**config.mk**
```make
export PLATFORM = sky130hd
export DESIGN_NAME = axi_line_fill_master_flat
export DESIGN_NICKNAME = d
export VERILOG_FILES = /design/src/rtl/axi_line_fill_master_if.sv /design/src/rtl/axi_line_fill_master.sv /design/src/flat_wrapper.sv
export SDC_FILE = /design/constraint.sdc
export NUM_CORES = 1
export LEC_CHECK = 0
export CORE_UTILIZATION = 35
export CTS_CLUSTER_DIAMETER = 50
export DETAILED_ROUTE_END_ITERATION = 16
export GPL_ROUTABILITY_DRIVEN = 0
export HOLD_SLACK_MARGIN = 0.05
export PLACE_DENSITY = 0.67
export SYNTH_ARGS = -nofsm -noshare
export SYNTH_HDL_FRONTEND = slang
export SYNTH_SLANG_ARGS = --single-unit
```
**constraint.sdc**
```tcl
create_clock -name clock -period 1.85 [get_ports clock]
set_input_delay 0.37 -clock clock [delete_from_list [all_inputs] [get_ports clock]]
set_output_delay 0.37 -clock clock [all_outputs]
set_load 0.005 [all_outputs]
```
**src/rtl/axi_line_fill_master_if.sv**
```systemverilog
// rtl/axi_line_fill_master_if.sv - line request/response and AXI4 read-channel bundle
interface axi_line_fill_master_if #(
    parameter int ADDR_WIDTH = 32,
    parameter int DATA_WIDTH = 32,
    parameter int ID_WIDTH   = 8,
    parameter int BEATS      = 8
);
    logic                          req_valid;
    logic                          req_ready;
    logic [ADDR_WIDTH-1:0]         req_addr;
    logic                          resp_valid;
    logic                          resp_ready;
    logic [BEATS*DATA_WIDTH-1:0]   resp_data;
    logic                          resp_error;

    logic                          m_axi_arvalid;
    logic                          m_axi_arready;
    logic [ID_WIDTH-1:0]           m_axi_arid;
    logic [ADDR_WIDTH-1:0]         m_axi_araddr;
    logic [7:0]                    m_axi_arlen;
    logic [2:0]                    m_axi_arsize;
    logic [1:0]                    m_axi_arburst;
    logic                          m_axi_rvalid;
    logic                          m_axi_rready;
    logic [ID_WIDTH-1:0]           m_axi_rid;
    logic [DATA_WIDTH-1:0]         m_axi_rdata;
    logic [1:0]                    m_axi_rresp;
    logic                          m_axi_rlast;

    modport master (
        input  req_valid, req_addr, resp_ready,
        output req_ready, resp_valid, resp_data, resp_error,
        output m_axi_arvalid, m_axi_arid, m_axi_araddr, m_axi_arlen, m_axi_arsize, m_axi_arburst,
        input  m_axi_arready,
        input  m_axi_rvalid, m_axi_rid, m_axi_rdata, m_axi_rresp, m_axi_rlast,
        output m_axi_rready
    );

    modport slave (
        output req_valid, req_addr, resp_ready,
        input  req_ready, resp_valid, resp_data, resp_error,
        input  m_axi_arvalid, m_axi_arid, m_axi_araddr, m_axi_arlen, m_axi_arsize, m_axi_arburst,
        output m_axi_arready,
        output m_axi_rvalid, m_axi_rid, m_axi_rdata, m_axi_rresp, m_axi_rlast,
        input  m_axi_rready
    );
endinterface

```
**src/rtl/axi_line_fill_master.sv**
```systemverilog
// rtl/axi_line_fill_master.sv - AXI4 read-burst initiator assembling one cache line per request
module axi_line_fill_master #(
    parameter int ADDR_WIDTH = 32,
    parameter int DATA_WIDTH = 32,
    parameter int ID_WIDTH   = 8,
    parameter int ARID       = 0,
    parameter int BEATS      = 8
) (
    input  logic                  clock,
    input  logic                  reset,
    axi_line_fill_master_if.master bus
);
    localparam int LINE_W = BEATS * DATA_WIDTH;
    localparam int OFF_W  = $clog2(BEATS * DATA_WIDTH / 8);
    localparam int CNT_W  = $clog2(BEATS) + 1;

    localparam logic [ADDR_WIDTH-1:0] LINE_MASK = {ADDR_WIDTH{1'b1}} << OFF_W;
    localparam logic [CNT_W-1:0]      CNT_MAX   = CNT_W'(BEATS);
    localparam logic [CNT_W-1:0]      CNT_LAST  = CNT_W'(BEATS - 1);
    localparam logic [ID_WIDTH-1:0]   ID_V      = ID_WIDTH'(ARID);

    typedef enum logic [1:0] {S_IDLE, S_AR, S_DATA, S_RESP} state_t;

    state_t                  state_q, state_d;
    logic [ADDR_WIDTH-1:0]   araddr_q, araddr_d;
    logic                    arvalid_q, arvalid_d;
    logic                    rready_q, rready_d;
    logic                    resp_valid_q, resp_valid_d;
    logic                    err_q, err_d;
    logic [CNT_W-1:0]        cnt_q, cnt_d;
    logic [LINE_W-1:0]       line_q, line_d;
    logic                    beat_err;

    always_comb begin
        state_d      = state_q;
        araddr_d     = araddr_q;
        arvalid_d    = arvalid_q;
        rready_d     = rready_q;
        resp_valid_d = resp_valid_q;
        err_d        = err_q;
        cnt_d        = cnt_q;
        line_d       = line_q;
        beat_err     = 1'b0;
        case (state_q)
            S_IDLE: begin
                if (bus.req_valid) begin
                    araddr_d  = bus.req_addr & LINE_MASK;
                    cnt_d     = '0;
                    err_d     = 1'b0;
                    arvalid_d = 1'b1;
                    state_d   = S_AR;
                end
            end
            S_AR: begin
                if (bus.m_axi_arready) begin
                    arvalid_d = 1'b0;
                    rready_d  = 1'b1;
                    state_d   = S_DATA;
                end
            end
            S_DATA: begin
                if (bus.m_axi_rvalid) begin
                    // Beats past the line length are dropped and flag the burst as faulty.
                    for (int k = 0; k < BEATS; k++) begin
                        if (cnt_q == CNT_W'(k)) begin
                            line_d[k*DATA_WIDTH +: DATA_WIDTH] = bus.m_axi_rdata;
                        end
                    end
                    if (cnt_q >= CNT_MAX)                         beat_err = 1'b1;
                    if (bus.m_axi_rresp[1])                       beat_err = 1'b1;
                    if (bus.m_axi_rid != ID_V)                    beat_err = 1'b1;
                    if (bus.m_axi_rlast && (cnt_q != CNT_LAST))   beat_err = 1'b1;
                    err_d = err_q | beat_err;
                    if (cnt_q < CNT_MAX) cnt_d = cnt_q + 1'b1;
                    if (bus.m_axi_rlast) begin
                        rready_d     = 1'b0;
                        resp_valid_d = 1'b1;
                        state_d      = S_RESP;
                    end
                end
            end
            S_RESP: begin
                if (bus.resp_ready) begin
                    resp_valid_d = 1'b0;
                    state_d      = S_IDLE;
                end
            end
            default: state_d = S_IDLE;
        endcase
    end

    always_ff @(posedge clock or negedge reset) begin
        if (!reset) begin
            state_q      <= S_IDLE;
            araddr_q     <= '0;
            arvalid_q    <= 1'b0;
            rready_q     <= 1'b0;
            resp_valid_q <= 1'b0;
            err_q        <= 1'b0;
            cnt_q        <= '0;
            line_q       <= '0;
        end else begin
            state_q      <= state_d;
            araddr_q     <= araddr_d;
            arvalid_q    <= arvalid_d;
            rready_q     <= rready_d;
            resp_valid_q <= resp_valid_d;
            err_q        <= err_d;
            cnt_q        <= cnt_d;
            line_q       <= line_d;
        end
    end

    assign bus.req_ready     = (state_q == S_IDLE);
    assign bus.resp_valid    = resp_valid_q;
    assign bus.resp_data     = line_q;
    assign bus.resp_error    = err_q;
    assign bus.m_axi_arvalid = arvalid_q;
    assign bus.m_axi_arid    = ID_V;
    assign bus.m_axi_araddr  = araddr_q;
    assign bus.m_axi_arlen   = 8'(BEATS - 1);
    assign bus.m_axi_arsize  = 3'($clog2(DATA_WIDTH / 8));
    assign bus.m_axi_arburst = 2'b01;
    assign bus.m_axi_rready  = rready_q;
endmodule
```
**src/flat_wrapper.sv**
```systemverilog
// flat-port wrapper written by rule: the top's interface ports become plain ports
module axi_line_fill_master_flat 
#(
    parameter int ADDR_WIDTH = 32,
    parameter int DATA_WIDTH = 32,
    parameter int ID_WIDTH   = 8,
    parameter int ARID       = 0,
    parameter int BEATS      = 8
)
  (clock, reset, bus_req_valid, bus_req_addr, bus_resp_ready, bus_req_ready, bus_resp_valid, bus_resp_data, bus_resp_error, bus_m_axi_arvalid, bus_m_axi_arid, bus_m_axi_araddr, bus_m_axi_arlen, bus_m_axi_arsize, bus_m_axi_arburst, bus_m_axi_arready, bus_m_axi_rvalid, bus_m_axi_rid, bus_m_axi_rdata, bus_m_axi_rresp, bus_m_axi_rlast, bus_m_axi_rready);
  axi_line_fill_master_if #(.ADDR_WIDTH(ADDR_WIDTH), .DATA_WIDTH(DATA_WIDTH), .ID_WIDTH(ID_WIDTH), .BEATS(BEATS)) bus_i ();
  input  logic clock;
  input  logic reset;
  input wire logic [$bits(bus_i.req_valid)-1:0] bus_req_valid;
  input wire logic [$bits(bus_i.req_addr)-1:0] bus_req_addr;
  input wire logic [$bits(bus_i.resp_ready)-1:0] bus_resp_ready;
  output wire logic [$bits(bus_i.req_ready)-1:0] bus_req_ready;
  output wire logic [$bits(bus_i.resp_valid)-1:0] bus_resp_valid;
  output wire logic [$bits(bus_i.resp_data)-1:0] bus_resp_data;
  output wire logic [$bits(bus_i.resp_error)-1:0] bus_resp_error;
  output wire logic [$bits(bus_i.m_axi_arvalid)-1:0] bus_m_axi_arvalid;
  output wire logic [$bits(bus_i.m_axi_arid)-1:0] bus_m_axi_arid;
  output wire logic [$bits(bus_i.m_axi_araddr)-1:0] bus_m_axi_araddr;
  output wire logic [$bits(bus_i.m_axi_arlen)-1:0] bus_m_axi_arlen;
  output wire logic [$bits(bus_i.m_axi_arsize)-1:0] bus_m_axi_arsize;
  output wire logic [$bits(bus_i.m_axi_arburst)-1:0] bus_m_axi_arburst;
  input wire logic [$bits(bus_i.m_axi_arready)-1:0] bus_m_axi_arready;
  input wire logic [$bits(bus_i.m_axi_rvalid)-1:0] bus_m_axi_rvalid;
  input wire logic [$bits(bus_i.m_axi_rid)-1:0] bus_m_axi_rid;
  input wire logic [$bits(bus_i.m_axi_rdata)-1:0] bus_m_axi_rdata;
  input wire logic [$bits(bus_i.m_axi_rresp)-1:0] bus_m_axi_rresp;
  input wire logic [$bits(bus_i.m_axi_rlast)-1:0] bus_m_axi_rlast;
  output wire logic [$bits(bus_i.m_axi_rready)-1:0] bus_m_axi_rready;
  assign bus_i.req_valid = bus_req_valid;
  assign bus_i.req_addr = bus_req_addr;
  assign bus_i.resp_ready = bus_resp_ready;
  assign bus_req_ready = bus_i.req_ready;
  assign bus_resp_valid = bus_i.resp_valid;
  assign bus_resp_data = bus_i.resp_data;
  assign bus_resp_error = bus_i.resp_error;
  assign bus_m_axi_arvalid = bus_i.m_axi_arvalid;
  assign bus_m_axi_arid = bus_i.m_axi_arid;
  assign bus_m_axi_araddr = bus_i.m_axi_araddr;
  assign bus_m_axi_arlen = bus_i.m_axi_arlen;
  assign bus_m_axi_arsize = bus_i.m_axi_arsize;
  assign bus_m_axi_arburst = bus_i.m_axi_arburst;
  assign bus_i.m_axi_arready = bus_m_axi_arready;
  assign bus_i.m_axi_rvalid = bus_m_axi_rvalid;
  assign bus_i.m_axi_rid = bus_m_axi_rid;
  assign bus_i.m_axi_rdata = bus_m_axi_rdata;
  assign bus_i.m_axi_rresp = bus_m_axi_rresp;
  assign bus_i.m_axi_rlast = bus_m_axi_rlast;
  assign bus_m_axi_rready = bus_i.m_axi_rready;
  axi_line_fill_master #(.ADDR_WIDTH(ADDR_WIDTH), .DATA_WIDTH(DATA_WIDTH), .ID_WIDTH(ID_WIDTH), .ARID(ARID), .BEATS(BEATS)) u_core (.clock(clock), .reset(reset), .bus(bus_i));
endmodule
```
==> flow_metrics.tcl, run 1 <==
set metrics [dict create \
    status "finished with violations" \
    violations "setup timing" \
    drt-vias-per-instance 4.64 \
    tns_ns -0.0685 \
    wire_per_inst_um 20.4 \
    async_flop_share_pct 100 \
    period_share_pct 101 \
    r2r_cells 8 \
    wl_um 33300 \
    clock_sinks 293 \
    maxSlewViolCount 0 \
    grt_first_pass_wirelength_um 47900 \
    timing.rr.start "u_core.state_q[0]" \
    grt_max_degree 41 \
    grt.overflow.total 0 \
    power_w 0.0276 \
    ir_worst_vdd_mv 0.908 \
    critPathMaxFanout 10 \
    place_area_sq_um 16200 \
    setup_viol 9 \
    syn_area_per_cell_sq_um 16.2 \
    multi_input_area_sq_um 4200 \
    slew_headroom_pct 66.8 \
    r2r-end "u_core.bus.resp_data[6]" \
    grt_pass1_vias 7838 \
    n_fill_cell 2711 \
    die_area_sq_um 33700 \
    cts_root_buf "clkbuf_16" \
    yosys_register_bits 293 \
    htreeDepth 2 \
    portBuffers 362 \
    core-area_sq_um 32500 \
    synth_area_leaders "dfrtp_1, mux2_2, mux2_4" \
    synth-edff-count 0 \
    end_kind "flop" \
    hp-class "in -> async" \
    grt.total_usage_pct 18.7 \
    syn_inst 713 \
    clkLatencyLatePin_ns 0.50 \
    fin_skew_ns 0.0133 \
    yosysSeqAreaShare_pct 63.4 \
    synth_top_area_share_pct 63.4 \
    fp.dieH_um 184 \
    synth_common_cells "dfrtp_1, mux2_2, mux2_4, buf_4, buf_2" \
    syn_area_sq_um 11600 \
    yosysMostFrequentCell "dfrtp_1" \
    worst_slack_ns -0.0140 \
    numCtsBuffers 36 \
    power_per_cell_area_nw_per_um2 1520 \
    critPathLaunchType "flop" \
    final_core_util_pct 55.6 \
    drt_pre_antenna_iters 6 \
    drtIter0Drc 288 \
    drc 0 \
    io_pins 395 \
    rrSetupSlack_ns -0.01 \
    clk_pin_slew_ns 0.06 \
    min_period_ns 1.86 \
    finalHoldViolations 0 \
    worstMarginPinSlew_ns 0.497 \
    grt_antenna_before_repair 0 \
    ant_nets 0 \
    yosysWarnings 0 \
    required_ns 2.23 \
    syn2layout_area_growth_pct 56.5 \
    nets 1255 \
    rsz0062_at_grt "true" \
    finish.instance_area_sq_um 18100 \
    antenna_cells 0 \
    drv_cap 0 \
    fmax_mhz 536 \
    crit_arrival_ns 2.25 \
    cts_tree "built" \
    clockBufferDepth 3 \
    routed-via-count 7570 \
    hpwl_um 22000 \
    yosysUniqueCellTypes 37 \
    synth.largest_area_cell "dfrtp_1" \
    initial_core_util_pct 35.5 \
    regArea_sq_um 7330 \
    num_rows 66 \
    drive_above_1_share_pct 37.6 \
    p_leak_nw 8.23 \
    ys.flop_type "dfrtp_1" \
    die_w_um 184 \
    critPathKind "reg -> reg" \
]
==> per-stage QoR <==
step                      instances  hold WS, ns  worst slack [ns]
after global placement         1545        0.279            -0.519
after detailed placement       1545        0.280            -0.499
final                          1632        0.355           -0.0140
after CTS                      1613        0.341           -0.0585
after global routing           1632        0.369           -0.0737
after floorplan                 737       0.0744            0.0470
==> worst max path at each step <==
| stage | startpoint | depth (start not counted) | slack (ns) | to |
|---|---|---|---|---|
| floorplan | u_core.state_q[0] | 8 | 0.05 | u_core.bus.resp_data[21] |
| global placement | bus_m_axi_rvalid | 6 | -0.52 | u_core.bus.resp_data[109] |
| detailed placement | bus_m_axi_rvalid | 6 | -0.50 | u_core.bus.resp_data[109] |
| CTS | u_core.state_q[1] | 4 | -0.06 | bus_req_ready |
| global route | u_core.state_q[0] | 8 | -0.07 | u_core.bus.resp_data[14] |
| finish | u_core.state_q[0] | 8 | -0.01 | u_core.bus.resp_data[6] |
==> flip-flops by register name (all words and copies together), names as in the netlist <==
signal	cells
u_core.bus.resp_error	1
u_core.bus.m_axi_rready	1
u_core.bus.resp_data	256
u_core.bus.m_axi_arvalid	1
u_core.state_q	2
u_core.cnt_q	4
u_core.bus.m_axi_araddr	27
u_core.bus.resp_valid	1
==> power by group <==
part	total (W)	internal [W]	switching, W
logic	0.0103	0.00699	0.00330
clock network	0.00726	0.00457	0.00269
registers	0.0100	0.00873	0.00127
total	0.0276	0.0203	0.00726
==> timing repair <==
action / 4_1_cts / 5_1_grt
gates resized for setup: 10 / 78
cloned: 1 / 7
pin swaps: 1 / 6
buffers inserted: 4 / 12
endpoints found under the setup margin: 204 / 198
endpoints found under the hold margin: 28 / 0
hold buffers: 1 / 0
==> metal layers <==
metal / track usage [%] / up-vias / routed length (um)
met5: 0 / - / 0
met4: 5.47 / 0 / 813
met3: 5.05 / 49 / 2250
met2: 31.9 / 240 / 16200
met1: 23.0 / 3894 / 14000
li1: - / 3387 / -
==> logic make-up after synthesis <==
family / synth area share, %
muxes: 28.9
AOI/OAI and AO/OA: 1.39
and+or+nand+nor: 1.54
DFF: 63.4
other: 0.0650
buffers and inverters: 3.78
adders and majority gates: 0.866
==> critical path, cell delays in order, from the launching register on <==
cell	delay (ns)
dfrtp_1	0.38
inv_2	0.09
ha_4	0.18
and3b_2	0.23
nand2_2	0.07
nor2_4	0.13
buf_12	0.14
clkbuf_16	0.17
mux2_2	0.34
==> final cells by class <==
| type | instances | area share [%] |
|---|---|---|
| Sequential cell | 293 | 40.5 |
| Timing Repair Buffer | 448 | 26.2 |
| Multi-Input combinational cell | 379 | 23.2 |
| Clock buffer | 49 | 5.87 |
| Tap cell | 442 | 3.06 |
| Clock inverter | 13 | 0.989 |
| Inverter | 8 | 0.180 |
==> cell usage in the layout, fill, tap and decap left out, types with 2 or more instances in the layout <==
master,count
dfrtp_1,292
o2bb2ai_1,2
mux2_1,5
mux2_4,88
nor2_1,3
o22ai_1,3
inv_1,4
conb_1,26
nor2_4,3
mux2_2,192
buf_12,23
buf_6,7
clkbuf_1,3
buf_4,47
clkbuf_16,44
nor4_1,3
o21ai_0,8
bufinv_16,4
ha_1,5
nor3_4,3
inv_2,3
clkinv_2,5
inv_6,3
nand2_2,2
a21oi_1,5
ha_4,2
clkbuf_8,9
clkdlybuf4s50_1,359
mux2i_1,2
nand2_1,10
(Power assumes the default switching activity.)
==> run 2, diff against run 1 <==
--- a/config.mk
+++ b/config.mk
@@ -5,6 +5,7 @@
 export SDC_FILE = /design/constraint.sdc
 export NUM_CORES = 1
 export LEC_CHECK = 0
+export CORE_MARGIN = 8
 export CORE_UTILIZATION = 35
 export CTS_CLUSTER_DIAMETER = 50
 export DETAILED_ROUTE_END_ITERATION = 16
==> run 2 against run 1 <==
Effect of this change:
- the flow now finishes without violations
- first-iteration DRC count fell by 14%
- via count fell by 0.38%
- register-to-register slack improved by 0.05 ns
- sequential share of layout area rose by 0.56 points
- total power fell by 1.6%
==> flow_metrics.tcl, run 2 (synthesis results as in run 1) <==
set metrics [dict create \
    status "completed" \
    end_kind "flop" \
    critPathMaxFanout 8 \
    drt-vias-per-instance 4.66 \
    regArea_sq_um 7330 \
    crit_cells 8 \
    wl_um 35800 \
    finish.instance_area_sq_um 17800 \
    final_common_cell "clkdlybuf4s50_1" \
    grt.total_usage_pct 17.0 \
    drv_cap 0 \
    crit_chain "inv_2, ha_4, and3b_2, nand2_2, nor2_4, buf_6, buf_12, mux2_2" \
    dp.cells 1539 \
    crit_arrival_ns 2.19 \
    num_rows 66 \
    ant_nets 0 \
    period_share_pct 98.0 \
    grt.overflow.total 0 \
    antenna_cells 0 \
    tns_ns 0 \
    worstMarginPinSlew_ns 0.502 \
    highest_layer "met4" \
    final_cell_mix "clkdlybuf4s50_1, dfrtp_1, mux2_2" \
    power_w 0.0271 \
    drt_pre_antenna_iters 4 \
    ir_worst_vdd_mv 0.961 \
    io_pins 395 \
    core-area_sq_um 32500 \
    fp.dieH_um 198 \
    r2r-end "u_core.bus.resp_data[27]" \
    maxSlewViolCount 0 \
    numCtsBuffers 36 \
    die_area_sq_um 39100 \
    grt_antenna_before_repair 0 \
    dr_wl_met3_um 2450 \
    clock_sinks 293 \
    clkLatencyLatePin_ns 0.50 \
    slowest_stage "dfrtp_1" \
    initial_core_util_pct 35.5 \
    hp-class "in -> async" \
    drc 0 \
    finalHoldViolations 0 \
    htreeDepth 2 \
    grt_max_degree 56 \
    critPathLaunchType "flop" \
    rrSetupSlack_ns 0.04 \
    setup_viol 0 \
    wl_met1_um 14600 \
    fmax_mhz 552 \
    wl_met2_um 17900 \
    die_w_um 198 \
    clockBufferDepth 3 \
    place_area_sq_um 16100 \
    cts_root_buf "clkbuf_16" \
    wire_per_inst_um 22.1 \
    fin_skew_ns 0.0133 \
    nets 1247 \
    portBuffers 362 \
    critPathMaxStageDelay_ns 0.38 \
    r2r_cells 8 \
    power_per_cell_area_nw_per_um2 1520 \
    hpwl_um 24300 \
    critPathKind "reg -> reg" \
    cts_tree "built" \
    multi_input_area_sq_um 4150 \
    holdWs_ns 0.401 \
    p_leak_nw 8.09 \
    timing.rr.start "u_core.state_q[0]" \
    min_period_ns 1.81 \
    drive_above_1_share_pct 36.7 \
    n_fill_cell 2733 \
    syn2layout_area_growth_pct 54.4 \
    grt_first_pass_wirelength_um 51700 \
    critPathTopFamily "simple AND/OR/NAND/NOR gates" \
    grt_pass1_vias 8221 \
    drtIter0Drc 248 \
    clk_pin_slew_ns 0.06 \
    path_buf_inv 3 \
    rsz0062_at_grt "true" \
    largest_register_ffs 256 \
    routed-via-count 7541 \
    required_ns 2.23 \
    slew_headroom_pct 66.4 \
    final_cells 1618 \
]
-- run 2: worst max path at each step --
stage	startpoint	to	slack [ns]
floorplan	u_core.state_q[0]	u_core.bus.resp_data[21]	0.05
CTS	u_core.state_q[0]	u_core.bus.resp_data[194]	0.002
finish	u_core.state_q[0]	u_core.bus.resp_data[27]	0.04
detailed placement	bus_m_axi_rvalid	u_core.bus.resp_data[86]	-0.43
global placement	bus_m_axi_rvalid	u_core.bus.resp_data[113]	-0.42
global route	u_core.state_q[0]	u_core.bus.resp_data[27]	-0.04
-- run 2: report_power, final --
| group | internal, W | switching [W] | leakage (nW) | total [W] |
|---|---|---|---|---|
| logic | 0.00699 | 0.00340 | 3.78 | 0.0104 |
| clock network | 0.00411 | 0.00261 | 0.556 | 0.00672 |
| registers | 0.00873 | 0.00128 | 3.76 | 0.0100 |
-- run 2: layout make-up --
cell class | instances | area share, %
clock buffer | 46 | 5.66
clock inverter | 10 | 0.652
inverter | 8 | 0.182
multi-input combinational | 379 | 23.2
sequential | 293 | 41.1
tap | 442 | 3.10
timing repair buffer | 440 | 26.1
-- run 2: layer usage --
metal  global-route usage (%)  vias to the layer above
li1                         -                     3361
met1                     20.9                     3893
met2                     29.0                      235
met3                     4.84                       52
met4                     4.87                        0
met5                        0                        -
-- run 2: timing repair --
action	in CTS	in global routing
pin swaps	3	5
resized for setup	13	62
hold buffers	1	0
setup endpoints to repair	241	204
gates cloned	1	8
endpoints found under the hold margin	35	0
buffers inserted	5	9
-- run 2: stage by stage --
| step | utilization, % | setup WS [ns] |
|---|---|---|
| finish | 54.8 | 0.0379 |
| global route | 54.8 | -0.0430 |
| CTS | 53.3 | 0.00178 |
| detailed placement | 49.5 | -0.426 |
| global placement | 49.5 | -0.423 |
| floorplan | - | 0.0470 |
